===== config.mk =====
export PLATFORM = sky130hd
export DESIGN_NAME = bubble_sort_seq
export DESIGN_NICKNAME = d
export VERILOG_FILES = /design/src/rtl/bubble_sort_pkg.sv /design/src/rtl/bubble_cmp_swap.sv /design/src/rtl/bubble_sort_seq.sv
export SDC_FILE = /design/constraint.sdc
export NUM_CORES = 1
export LEC_CHECK = 0
export CAP_MARGIN = 20
export CORE_AREA = 2 2 89 91
export CTS_CLUSTER_SIZE = 12
export DETAILED_ROUTE_END_ITERATION = 8
export DIE_AREA = 0 0 91 93
export HOLD_SLACK_MARGIN = 0.15
export SETUP_SLACK_MARGIN = 0.4
export SLEW_MARGIN = 40
export SYNTH_ARGS = -nofsm -noshare
export SYNTH_HDL_FRONTEND = slang
export SYNTH_HIERARCHICAL = 1
export SYNTH_SLANG_ARGS = --single-unit
export TNS_END_PERCENT = 30

===== constraint.sdc =====
create_clock -name clk -period 4.1 [get_ports clk]
set_clock_uncertainty 0.05 [all_clocks]
set_input_delay 0.615 -clock clk [delete_from_list [all_inputs] [get_ports clk]]
set_output_delay 0.615 -clock clk [all_outputs]
set_load 0.02 [all_outputs]

===== src/rtl/bubble_sort_pkg.sv =====
// Shared types and helpers for the sequential bubble sorter.
//   state_e   : controller state (LOAD -> SORT -> DRAIN -> LOAD)
//   max_swaps : worst-case swap count for an n-word batch
//   cnt_width : width needed to hold 0..max_swaps(n), never below 1 bit
package bubble_sort_pkg;

  typedef enum logic [1:0] {
    LOAD  = 2'd0,
    SORT  = 2'd1,
    DRAIN = 2'd2
  } state_e;

  function automatic int max_swaps(input int n);
    return n * (n - 1) / 2;
  endfunction

  // A single-word batch never swaps; keep the counter at least one bit wide.
  function automatic int cnt_width(input int n);
    int w;
    w = $clog2(max_swaps(n) + 1);
    return (w < 1) ? 1 : w;
  endfunction

endpackage


===== src/rtl/bubble_cmp_swap.sv =====
// Combinational compare-swap element, the one datapath unit shared by every
// compare step of the sorter.
//   a, b : pair of unsigned words, a at the lower buffer index
//   lo   : smaller word (a when equal)
//   hi   : larger word (b when equal)
//   swap : b strictly less than a; equal words stay put so the sort is stable
module bubble_cmp_swap #(
  parameter int DATA_W = 4
) (
  input  logic [DATA_W-1:0] a,
  input  logic [DATA_W-1:0] b,
  output logic [DATA_W-1:0] lo,
  output logic [DATA_W-1:0] hi,
  output logic              swap
);

  always_comb begin
    swap = (b < a);
    lo   = swap ? b : a;
    hi   = swap ? a : b;
  end

endmodule


===== src/rtl/bubble_sort_seq.sv =====
// Sequential bubble sorter: collects DATA_N words, sorts them ascending with
// one compare-swap per clock (early exit after a swap-free pass), then streams
// them out smallest first.
//   clk, rst_n           : clock, asynchronous active-low reset
//   in_valid/in_data     : input word stream; in_ready high only in LOAD
//   out_valid/out_ready  : output handshake; out_valid high only in DRAIN
//   out_data/out_last    : sorted word, out_last marks the final word
//   busy                 : high in SORT and DRAIN
//   swap_cnt             : swaps of current/last batch, cleared on the next
//                          batch's first input handshake
module bubble_sort_seq
  import bubble_sort_pkg::*;
#(
  parameter int DATA_N = 4,
  parameter int DATA_W = 4,
  parameter int CNT_W  = cnt_width(DATA_N)
) (
  input  logic              clk,
  input  logic              rst_n,
  input  logic              in_valid,
  input  logic [DATA_W-1:0] in_data,
  output logic              in_ready,
  output logic              out_valid,
  input  logic              out_ready,
  output logic [DATA_W-1:0] out_data,
  output logic              out_last,
  output logic              busy,
  output logic [CNT_W-1:0]  swap_cnt
);

  localparam int IDX_W = (DATA_N > 1) ? $clog2(DATA_N) : 1;
  localparam logic [IDX_W-1:0] LAST_IDX = IDX_W'(DATA_N - 1);

  state_e            state_q, state_d;
  logic [DATA_W-1:0] mem_q [DATA_N];
  logic [DATA_W-1:0] mem_d [DATA_N];
  logic [IDX_W-1:0]  wr_idx_q, wr_idx_d;
  logic [IDX_W-1:0]  rd_idx_q, rd_idx_d;
  logic [IDX_W-1:0]  i_q, i_d;
  logic [IDX_W-1:0]  j_q, j_d;
  logic              swapped_q, swapped_d;
  logic [CNT_W-1:0]  swap_cnt_q, swap_cnt_d;
  logic              in_ready_q, in_ready_d;
  logic              out_valid_q, out_valid_d;
  logic              out_last_q, out_last_d;
  logic              busy_q, busy_d;

  logic [IDX_W-1:0]  i_b;
  logic [DATA_W-1:0] cmp_lo, cmp_hi;
  logic              cmp_swap;
  logic              pass_swapped;

  // Upper compare index, clamped so a one-word buffer is never read out of range.
  assign i_b = (i_q == LAST_IDX) ? i_q : i_q + IDX_W'(1);

  bubble_cmp_swap #(
    .DATA_W(DATA_W)
  ) u_cmp (
    .a   (mem_q[i_q]),
    .b   (mem_q[i_b]),
    .lo  (cmp_lo),
    .hi  (cmp_hi),
    .swap(cmp_swap)
  );

  always_comb begin
    state_d      = state_q;
    mem_d        = mem_q;
    wr_idx_d     = wr_idx_q;
    rd_idx_d     = rd_idx_q;
    i_d          = i_q;
    j_d          = j_q;
    swapped_d    = swapped_q;
    swap_cnt_d   = swap_cnt_q;
    pass_swapped = swapped_q | cmp_swap;

    unique case (state_q)
      LOAD: begin
        if (in_valid && in_ready_q) begin
          mem_d[wr_idx_q] = in_data;
          if (wr_idx_q == '0) swap_cnt_d = '0;
          if (wr_idx_q == LAST_IDX) begin
            // wr_idx returns to 0 here rather than on the drain handshake;
            // it is unused outside LOAD, so the behaviour is identical.
            wr_idx_d  = '0;
            i_d       = '0;
            j_d       = '0;
            swapped_d = 1'b0;
            state_d   = (DATA_N == 1) ? DRAIN : SORT;
          end else begin
            wr_idx_d = wr_idx_q + IDX_W'(1);
          end
        end
      end
      SORT: begin
        if (cmp_swap) begin
          mem_d[i_q] = cmp_lo;
          mem_d[i_b] = cmp_hi;
          swapped_d  = 1'b1;
          swap_cnt_d = swap_cnt_q + CNT_W'(1);
        end
        if (int'(i_q) < DATA_N - 2 - int'(j_q)) begin
          i_d = i_q + IDX_W'(1);
        end else if (!pass_swapped || (int'(j_q) == DATA_N - 2)) begin
          state_d = DRAIN;
        end else begin
          j_d       = j_q + IDX_W'(1);
          i_d       = '0;
          swapped_d = 1'b0;
        end
      end
      DRAIN: begin
        if (out_ready) begin
          if (rd_idx_q == LAST_IDX) begin
            rd_idx_d = '0;
            wr_idx_d = '0;
            state_d  = LOAD;
          end else begin
            rd_idx_d = rd_idx_q + IDX_W'(1);
          end
        end
      end
      default: state_d = LOAD;
    endcase

    // Status outputs are registered from the next-state values so they line
    // up with the state they describe without a cycle of lag.
    in_ready_d  = (state_d == LOAD);
    out_valid_d = (state_d == DRAIN);
    busy_d      = (state_d != LOAD);
    out_last_d  = (state_d == DRAIN) && (rd_idx_d == LAST_IDX);
  end

  always_ff @(posedge clk or negedge rst_n) begin
    if (!rst_n) begin
      state_q     <= LOAD;
      for (int unsigned k = 0; k < DATA_N; k++) mem_q[k] <= '0;
      wr_idx_q    <= '0;
      rd_idx_q    <= '0;
      i_q         <= '0;
      j_q         <= '0;
      swapped_q   <= 1'b0;
      swap_cnt_q  <= '0;
      in_ready_q  <= 1'b1;
      out_valid_q <= 1'b0;
      out_last_q  <= 1'b0;
      busy_q      <= 1'b0;
    end else begin
      state_q     <= state_d;
      mem_q       <= mem_d;
      wr_idx_q    <= wr_idx_d;
      rd_idx_q    <= rd_idx_d;
      i_q         <= i_d;
      j_q         <= j_d;
      swapped_q   <= swapped_d;
      swap_cnt_q  <= swap_cnt_d;
      in_ready_q  <= in_ready_d;
      out_valid_q <= out_valid_d;
      out_last_q  <= out_last_d;
      busy_q      <= busy_d;
    end
  end

  assign in_ready  = in_ready_q;
  assign out_valid = out_valid_q;
  assign out_last  = out_last_q;
  assign busy      = busy_q;
  assign swap_cnt  = swap_cnt_q;
  assign out_data  = mem_q[rd_idx_q];

endmodule


Yosys cells after proc, flatten, opt, wreduce, memory -nomap -nowiden:

Index checks and enable logic that the tools add are counted.

* flip-flop bits (word level): 34
* input bits: 8
* output and inout port bits: 11
* logic and storage cells: 128

* add/sub/neg operators: 6
* order comparisons: 9
* equal/unequal tests: 17
* muxes and demuxes: 57
* bitwise gates (word level): 5
* reduce and logical (&&, ||, !) cells: 19

Operator list (number)
* $bwmux W16: 3
* $mux W4: 11
* $mux W2: 20
* $mux W16: 2
* $pmux W16 S2: 1
* $bmux W4 S2: 3
* $demux W4 S2: 3
* $ne A2 B2 Y1 const B: 8
* $eq A2 B2 Y1 const B: 7
* $ge A3 B3 Y1 const B: 4
* $not A2 Y3: 4
* $pmux W2 S2: 3
* $reduce_and A4 Y1: 3
* $lt A3 B1 Y1 const B: 3
* $mux W3: 3
* $add A2 B1 Y2 const B: 4
* $logic_not A2 Y1: 3
* $pmux W2 S3: 1
* $pmux W3 S2: 1
* $reduce_and A3 Y1: 2
* $reduce_bool A2 Y1: 3
* $logic_and A1 B1 Y1: 5
* $mux W1: 5
* $reduce_and A5 Y1: 1
* other kinds (10): 10

Logic depth before layout (Yosys ltp):

* word-level depth: 15
* mapped depth: 16
* gate-level depth less buffers: 12

Modules after synthesis:

The synthesis kept the hierarchy.

Modules (own cells, without submodules)
* bubble_sort_seq: instances 1, cells each 214, area each 2349.8 sq um
* bubble_cmp_swap: instances 1, cells each 22, area each 206.4 sq um

Worst setup path after synthesis:

Ideal clock, no wire load.

* kind: register to register
* start: register i_q[1]
* end: register mem_q[0] in the netlist's numbering
* setup time: 0.128 ns
* data arrival time: 3.427 ns
* data required time: 3.922 ns
* slack: 0.496 ns
* stages on the path, launching flop included: 14
* period minus slack after synthesis: 3.604 ns
* path through: dfrtp_1 -> inv_1 -> ha_1 -> buf_2 -> buf_2 -> mux4_2 -> ha_1 -> a2111oi_4 -> a21oi_2 -> inv_1 -> clkbuf_1 -> a21oi_2 -> nor3_4 -> mux2_1

* longest elaborated chain between the ends: 12
* elaborated cells between the ends (all ways): 30

Ends and longest elaborated chain
* start, declared: RTL line bubble_sort_seq.sv:39 `logic [IDX_W-1:0] i_q, i_d;`
* start signal, assigned: RTL line bubble_sort_seq.sv:153 `i_q <= i_d;`
* $add A2 B1 Y2 / $eq A2 B2 Y1 (equally long branches): RTL line bubble_sort_seq.sv:54 `assign i_b = (i_q == LAST_IDX) ? i_q : i_q + IDX_W'(1);`
* $mux W2: RTL line bubble_sort_seq.sv:54
* $not A2 Y3 (implied by the code): RTL line bubble_sort_seq.sv:60 `.b (mem_q[i_b]),`
* $bmux W4 S2: RTL line bubble_sort_seq.sv:60
* $mux W4 (implied by the code) (2 in a row): RTL line bubble_sort_seq.sv:60
* $lt A4 B4 Y1 (*): RTL line bubble_cmp_swap.sv:18 `swap = (b < a);`
* net cmp_swap: RTL line bubble_sort_seq.sv:50 `logic cmp_swap;`
* $mux W4: RTL line bubble_cmp_swap.sv:19 `lo = swap ? b : a;`
* $bwmux W16: RTL line bubble_sort_seq.sv:97 `mem_d[i_q] = cmp_lo;`
* $bwmux W16: RTL line bubble_sort_seq.sv:98 `mem_d[i_b] = cmp_hi;`
* $mux W16: RTL line bubble_sort_seq.sv:96 `if (cmp_swap) begin`
* $pmux W16 S2: RTL line bubble_sort_seq.sv:77 `unique case (state_q)`
* end signal, assigned: RTL line bubble_sort_seq.sv:150 `mem_q <= mem_d;`
* end, declared: RTL line bubble_sort_seq.sv:35 `logic [DATA_W-1:0] mem_q [DATA_N];`

Mark *: on every way through the listed nets, which the timed path passes. The rest lies on a longest branch. The select of a mux whose other input is x is not followed.
A chain may end at the register's enable or synchronous reset.

Worst setup path after layout:

* start: register i_q[0]
* end: register mem_q[0] in the netlist's numbering

* elaborated cells between the ends (all ways): 30

RTL lines
* $add A2 B1 Y2 / $eq A2 B2 Y1 (equally long branches): RTL line bubble_sort_seq.sv:54
* $mux W2: RTL line bubble_sort_seq.sv:54
* $not A2 Y3 (implied by the code): RTL line bubble_sort_seq.sv:60
* $bmux W4 S2: RTL line bubble_sort_seq.sv:60
* $mux W4 (implied by the code) (2 in a row): RTL line bubble_sort_seq.sv:60
* $lt A4 B4 Y1: RTL line bubble_cmp_swap.sv:18
* $mux W4 (*): RTL line bubble_cmp_swap.sv:20 `hi = swap ? a : b;`
* net cmp_hi[0]: RTL line bubble_sort_seq.sv:49 `logic [DATA_W-1:0] cmp_lo, cmp_hi;`
* $bwmux W16 (*): RTL line bubble_sort_seq.sv:98
* $mux W16 (*): RTL line bubble_sort_seq.sv:96
* $pmux W16 S2 (*): RTL line bubble_sort_seq.sv:77

Marked as above.

==> out/results.tsv <==
stage	metric	value	unit
outcome	outcome	completed	
worst_hold_path	Worst Hold End	swap_cnt[0]$_DFFE_PN0P_	
synth	post-synthesis cell type count	57	
global_routing	first-pass GRT wire length	10.2	mm
clock_tree	total CTS buffers	5	
critical_path	Worst R2R Start	i_q[0]$_DFFE_PN0P_	
drt	first drt pass iteration count	4	
finish	n_diodes	0	
timing	Final Setup Violations	0	
timing	max-slew violations	0	
floorplan	Site Rows	32	
critical_path	Max stage delay on crit path	470	ps
worst_hold_path	worst min path class	register to register	
finish	Layout area overhead	17.4	%
synth	Gate Count Post-Synth	236	
drt	WL final	6.16	mm
global_routing	met3 global-route usage	2.82	%
clock_tree	Reg clk slew, reported paths	80	ps
synth	syn_nets	262	
critical_path	crit start category	register	
critical_path	Cell Chain, Critical Path	inv_1, ha_2, mux4_2, inv_1, ha_1, o21bai_1, a21oi_4, mux2_1, nor3b_1, a31oi_1, o21ai_0, mux2_1	
synth	Primary FF master, synth	dfrtp_1	
power	worst ir drop on vdd	0.377	mV
timing	setup ws final	683	ps
synth	yosys warns	6	
floorplan	Die ar.	8460	sq um
worst_hold_path	HP Start	swap_cnt[0]$_DFFE_PN0P_	
timing	Worst-Margin Slew	812	ps
placement	post-DP HPWL	4.45	mm
drt	routed vias/inst	5.50	
critical_path	r2r worst-path depth	12	
drt	Routed WL per cell	17.3	um
job	Max Cap Violations	0	
timing	slew margin rel.	45.9	%
critical_path	critical path arrival	3540	ps
finish	fin nets	279	
drt	DR vias	1957	
floorplan	I/O Pins	19	
synth	sequential-to-total area share from yosys stat	33.3	%
global_routing	global route hottest layer	met2	
drt	DRT antenna net count	0	
critical_path	cell with the largest stage delay on the worst path	dfrtp_1	
drt	DR iter-0 viols	148	
synth	Post-Synthesis Cell Area	2560	sq um
critical_path	Reg2Reg Setup Slack	680	ps
power	Leakage	1.24	nW
timing	setup tns final	0	ps
synth	Mapped Avg Cell Area	10.8	sq um
critical_path	crit-path leading delay family	multiplexers	
critical_path	CP Data Required Time	4230	ps
critical_path	CP Capture Type	register	
global_routing	initial antenna violation count	0	
drt	Residual DRC	0	
floorplan	die height	93	um
power	P per Cell Area	958	nW/um^2
critical_path	Crit Path Class	register to register	
global_routing	largest net degree at the start of global routing	35	
clock_tree	H-Tree Depth	2	
critical_path	r2r endpoint	mem_q[0]$_DFFE_PN0P_	
synth	Post-synth EDFFs	0	
timing	Final Cycle Share	83.3	%
critical_path	CP startpoint	i_q[0]$_DFFE_PN0P_	
placement	dpl ws	363	ps
floorplan	starting density of the core	34.0	%
timing	count of final hold-check violations	0	
timing	RSZ-0062 raised after global routing	no	
global_routing	met2 Use GR	23.4	%
timing	highest clock rate	293	MHz
clock_tree	Root Driver	clkbuf_8	
synth	async set or reset register ratio after synthesis	100	%
floorplan	Placeable Area	7530	sq um
clock_tree	worst skew pair latency	300	ps
global_routing	vias in the first global route	1973	
global_routing	total grt overflow	0	
placement	buffers added on ports	18	
clock_tree	clk buf depth	2	
finish	filler-free cell count of the finished design	356	
critical_path	Max FO, Critical Path	13	
timing	post-layout min period	3420	ps
clock_tree	CTS tree	done	
worst_hold_path	Worst Hold Path Cells	1	
global_routing	GRT Resource Usage Total	15.5	%
global_routing	routing usage on met1	21.5	%
critical_path	Bufs and invs on worst path	2	
finish	share of layout cells above drive strength 1	20.1	%
floorplan	Die W	91	um
synth	synthesized flop and latch total	34	
clock_tree	Sink Count	34	
placement	dpl cells	348	
placement	Placer Congestion	0.858	
-- worst reg2reg max path, delay by kind of cell, from the launching register on --
| kind | cells | cell delay [ps] |
|---|---|---|
| multiplexers | 3 | 1120 |
| flip-flops | 1 | 470 |
| buffers and inverters | 2 | 200 |
| AND/OR/NAND/NOR | 1 | 150 |
| AO/OA/AOI/OAI | 4 | 700 |
| adder cells (fa/ha/maj) | 2 | 600 |
-- registers in the layout, summed over array words and instances, names as in the netlist --
name	flops
wr_idx_q	2
j_q	2
rd_idx_q	2
swap_cnt	3
state_q	2
mem_q	16
out_valid	1
in_ready	1
busy	1
i_q	2
out_last	1
swapped_q	1
-- layout by cell type (no fill, tap or decap), drive strengths merged, types with 2 or more instances in the layout --
cell type,count
a32o,4
mux2,17
o22ai,4
nor3b,3
nor2,7
a21oi,10
o21ai,11
a31oi,4
a22o,6
nor3,3
inv,20
buf,7
and2,2
nand2b,3
clkdlybuf4s50,18
clkbuf,5
ha,18
o31ai,2
a2bb2oi,2
mux4,12
nand3,17
mux2i,3
a32oi,2
nand2,11
or4,2
a22oi,4
a211oi,2
bufinv,2
dfrtp,33
-- metrics by stage --
| stage | hold slack, ps | instance area, sq um | total power, W | utilization, % |
|---|---|---|---|---|
| after detailed placement | 460 | 2840 | 0.00245 | 37.7 |
| after global placement | 457 | 2840 | 0.00242 | 37.7 |
| after floorplan | 269 | 2560 | 0.00198 | - |
| after CTS | 474 | 2980 | 0.00284 | 39.6 |
| after global routing | 504 | 3000 | 0.00310 | 39.9 |
| final | 464 | 3000 | 0.00288 | 39.9 |
-- cell families (layout without fill, tap and decap cells) --
| group | after synthesis | in the layout | share of synthesized area (%) |
|---|---|---|---|
| AOI/OAI and AO/OA | 60 | 60 | 19.0 |
| xor gates and xnor gates | 2 | 2 | 0.685 |
| adders and majority gates | 18 | 18 | 8.81 |
| buffers and inverters | 35 | 53 | 6.02 |
| DFF | 34 | 34 | 33.3 |
| muxes | 32 | 32 | 19.8 |
| and+or+nand+nor | 55 | 55 | 12.3 |
-- what timing repair did --
| action | in CTS | in global routing |
|---|---|---|
| hold buffers | 0 | 0 |
| endpoints found under the setup margin | 2 | 13 |
| setup buffers | 0 | 0 |
| gates resized for setup | 1 | 3 |
| pin swaps | 0 | 0 |
-- final cells by class --
cell class / count / area [sq um]
multi-input cells: 167 / 1580
well taps: 102 / 128
inverters: 20 / 75.1
repair buffers: 25 / 233
flip-flops and latches: 34 / 852
fillers: 780 / 4530
clock buffers: 5 / 68.8
clock inverters: 3 / 68.8
-- worst max-delay path by stage --
stage	end	slack, ps	cells after the start
6_report	mem_q[0]$_DFFE_PN0P_	680	12
4_1_cts	out_last$_DFF_PN0_	460	12
3_5_place_dp	out_last$_DFF_PN0_	360	12
3_3_place_gp	out_last$_DFF_PN0_	410	12
5_1_grt	mem_q[1]$_DFFE_PN0P_	440	12
2_1_floorplan	mem_q[0]$_DFFE_PN0P_	500	13
-- cell usage after synthesis (2+ instances only) --
cell type / n / share of area (%)
a21oi_1: 7 / 1.4
a21oi_2: 3 / 1.0
a22o_1: 6 / 2.1
a22oi_1: 4 / 1.2
a2bb2oi_1: 2 / 0.69
a31oi_1: 4 / 0.98
a32o_1: 4 / 1.6
a32oi_1: 2 / 0.69
and2_1: 2 / 0.49
buf_2: 6 / 1.2
buf_4: 2 / 0.59
clkbuf_1: 6 / 0.88
dfrtp_1: 33 / 32
ha_1: 18 / 8.8
inv_1: 20 / 2.9
mux2_1: 10 / 4.4
mux2_2: 3 / 1.3
mux2_4: 4 / 2.3
mux2i_1: 3 / 1.2
mux4_2: 12 / 11
nand2_1: 11 / 1.6
nand2b_1: 2 / 0.49
nand3_1: 17 / 3.3
nor2_1: 6 / 0.88
nor3_1: 2 / 0.39
nor3b_1: 3 / 0.88
o21ai_0: 9 / 1.8
o22ai_1: 4 / 0.98
o31ai_1: 2 / 0.59
or4_1: 2 / 0.59
-- where the power goes --
group | switching [W] | internal [W]
clock | 0.000136 | 0.000244
combinational | 0.000976 | 0.000881
sequential | 0.000169 | 0.000470
-- routing by layer --
| layer | part of all wire (%) | vias to the layer above |
|---|---|---|
| met3 | 4.9 | 16 |
| met1 | 47 | 964 |
| met5 | 0 | - |
| met4 | 2.9 | 0 |
| li1 | - | 919 |
| met2 | 46 | 58 |
(Power assumes the default switching activity.)
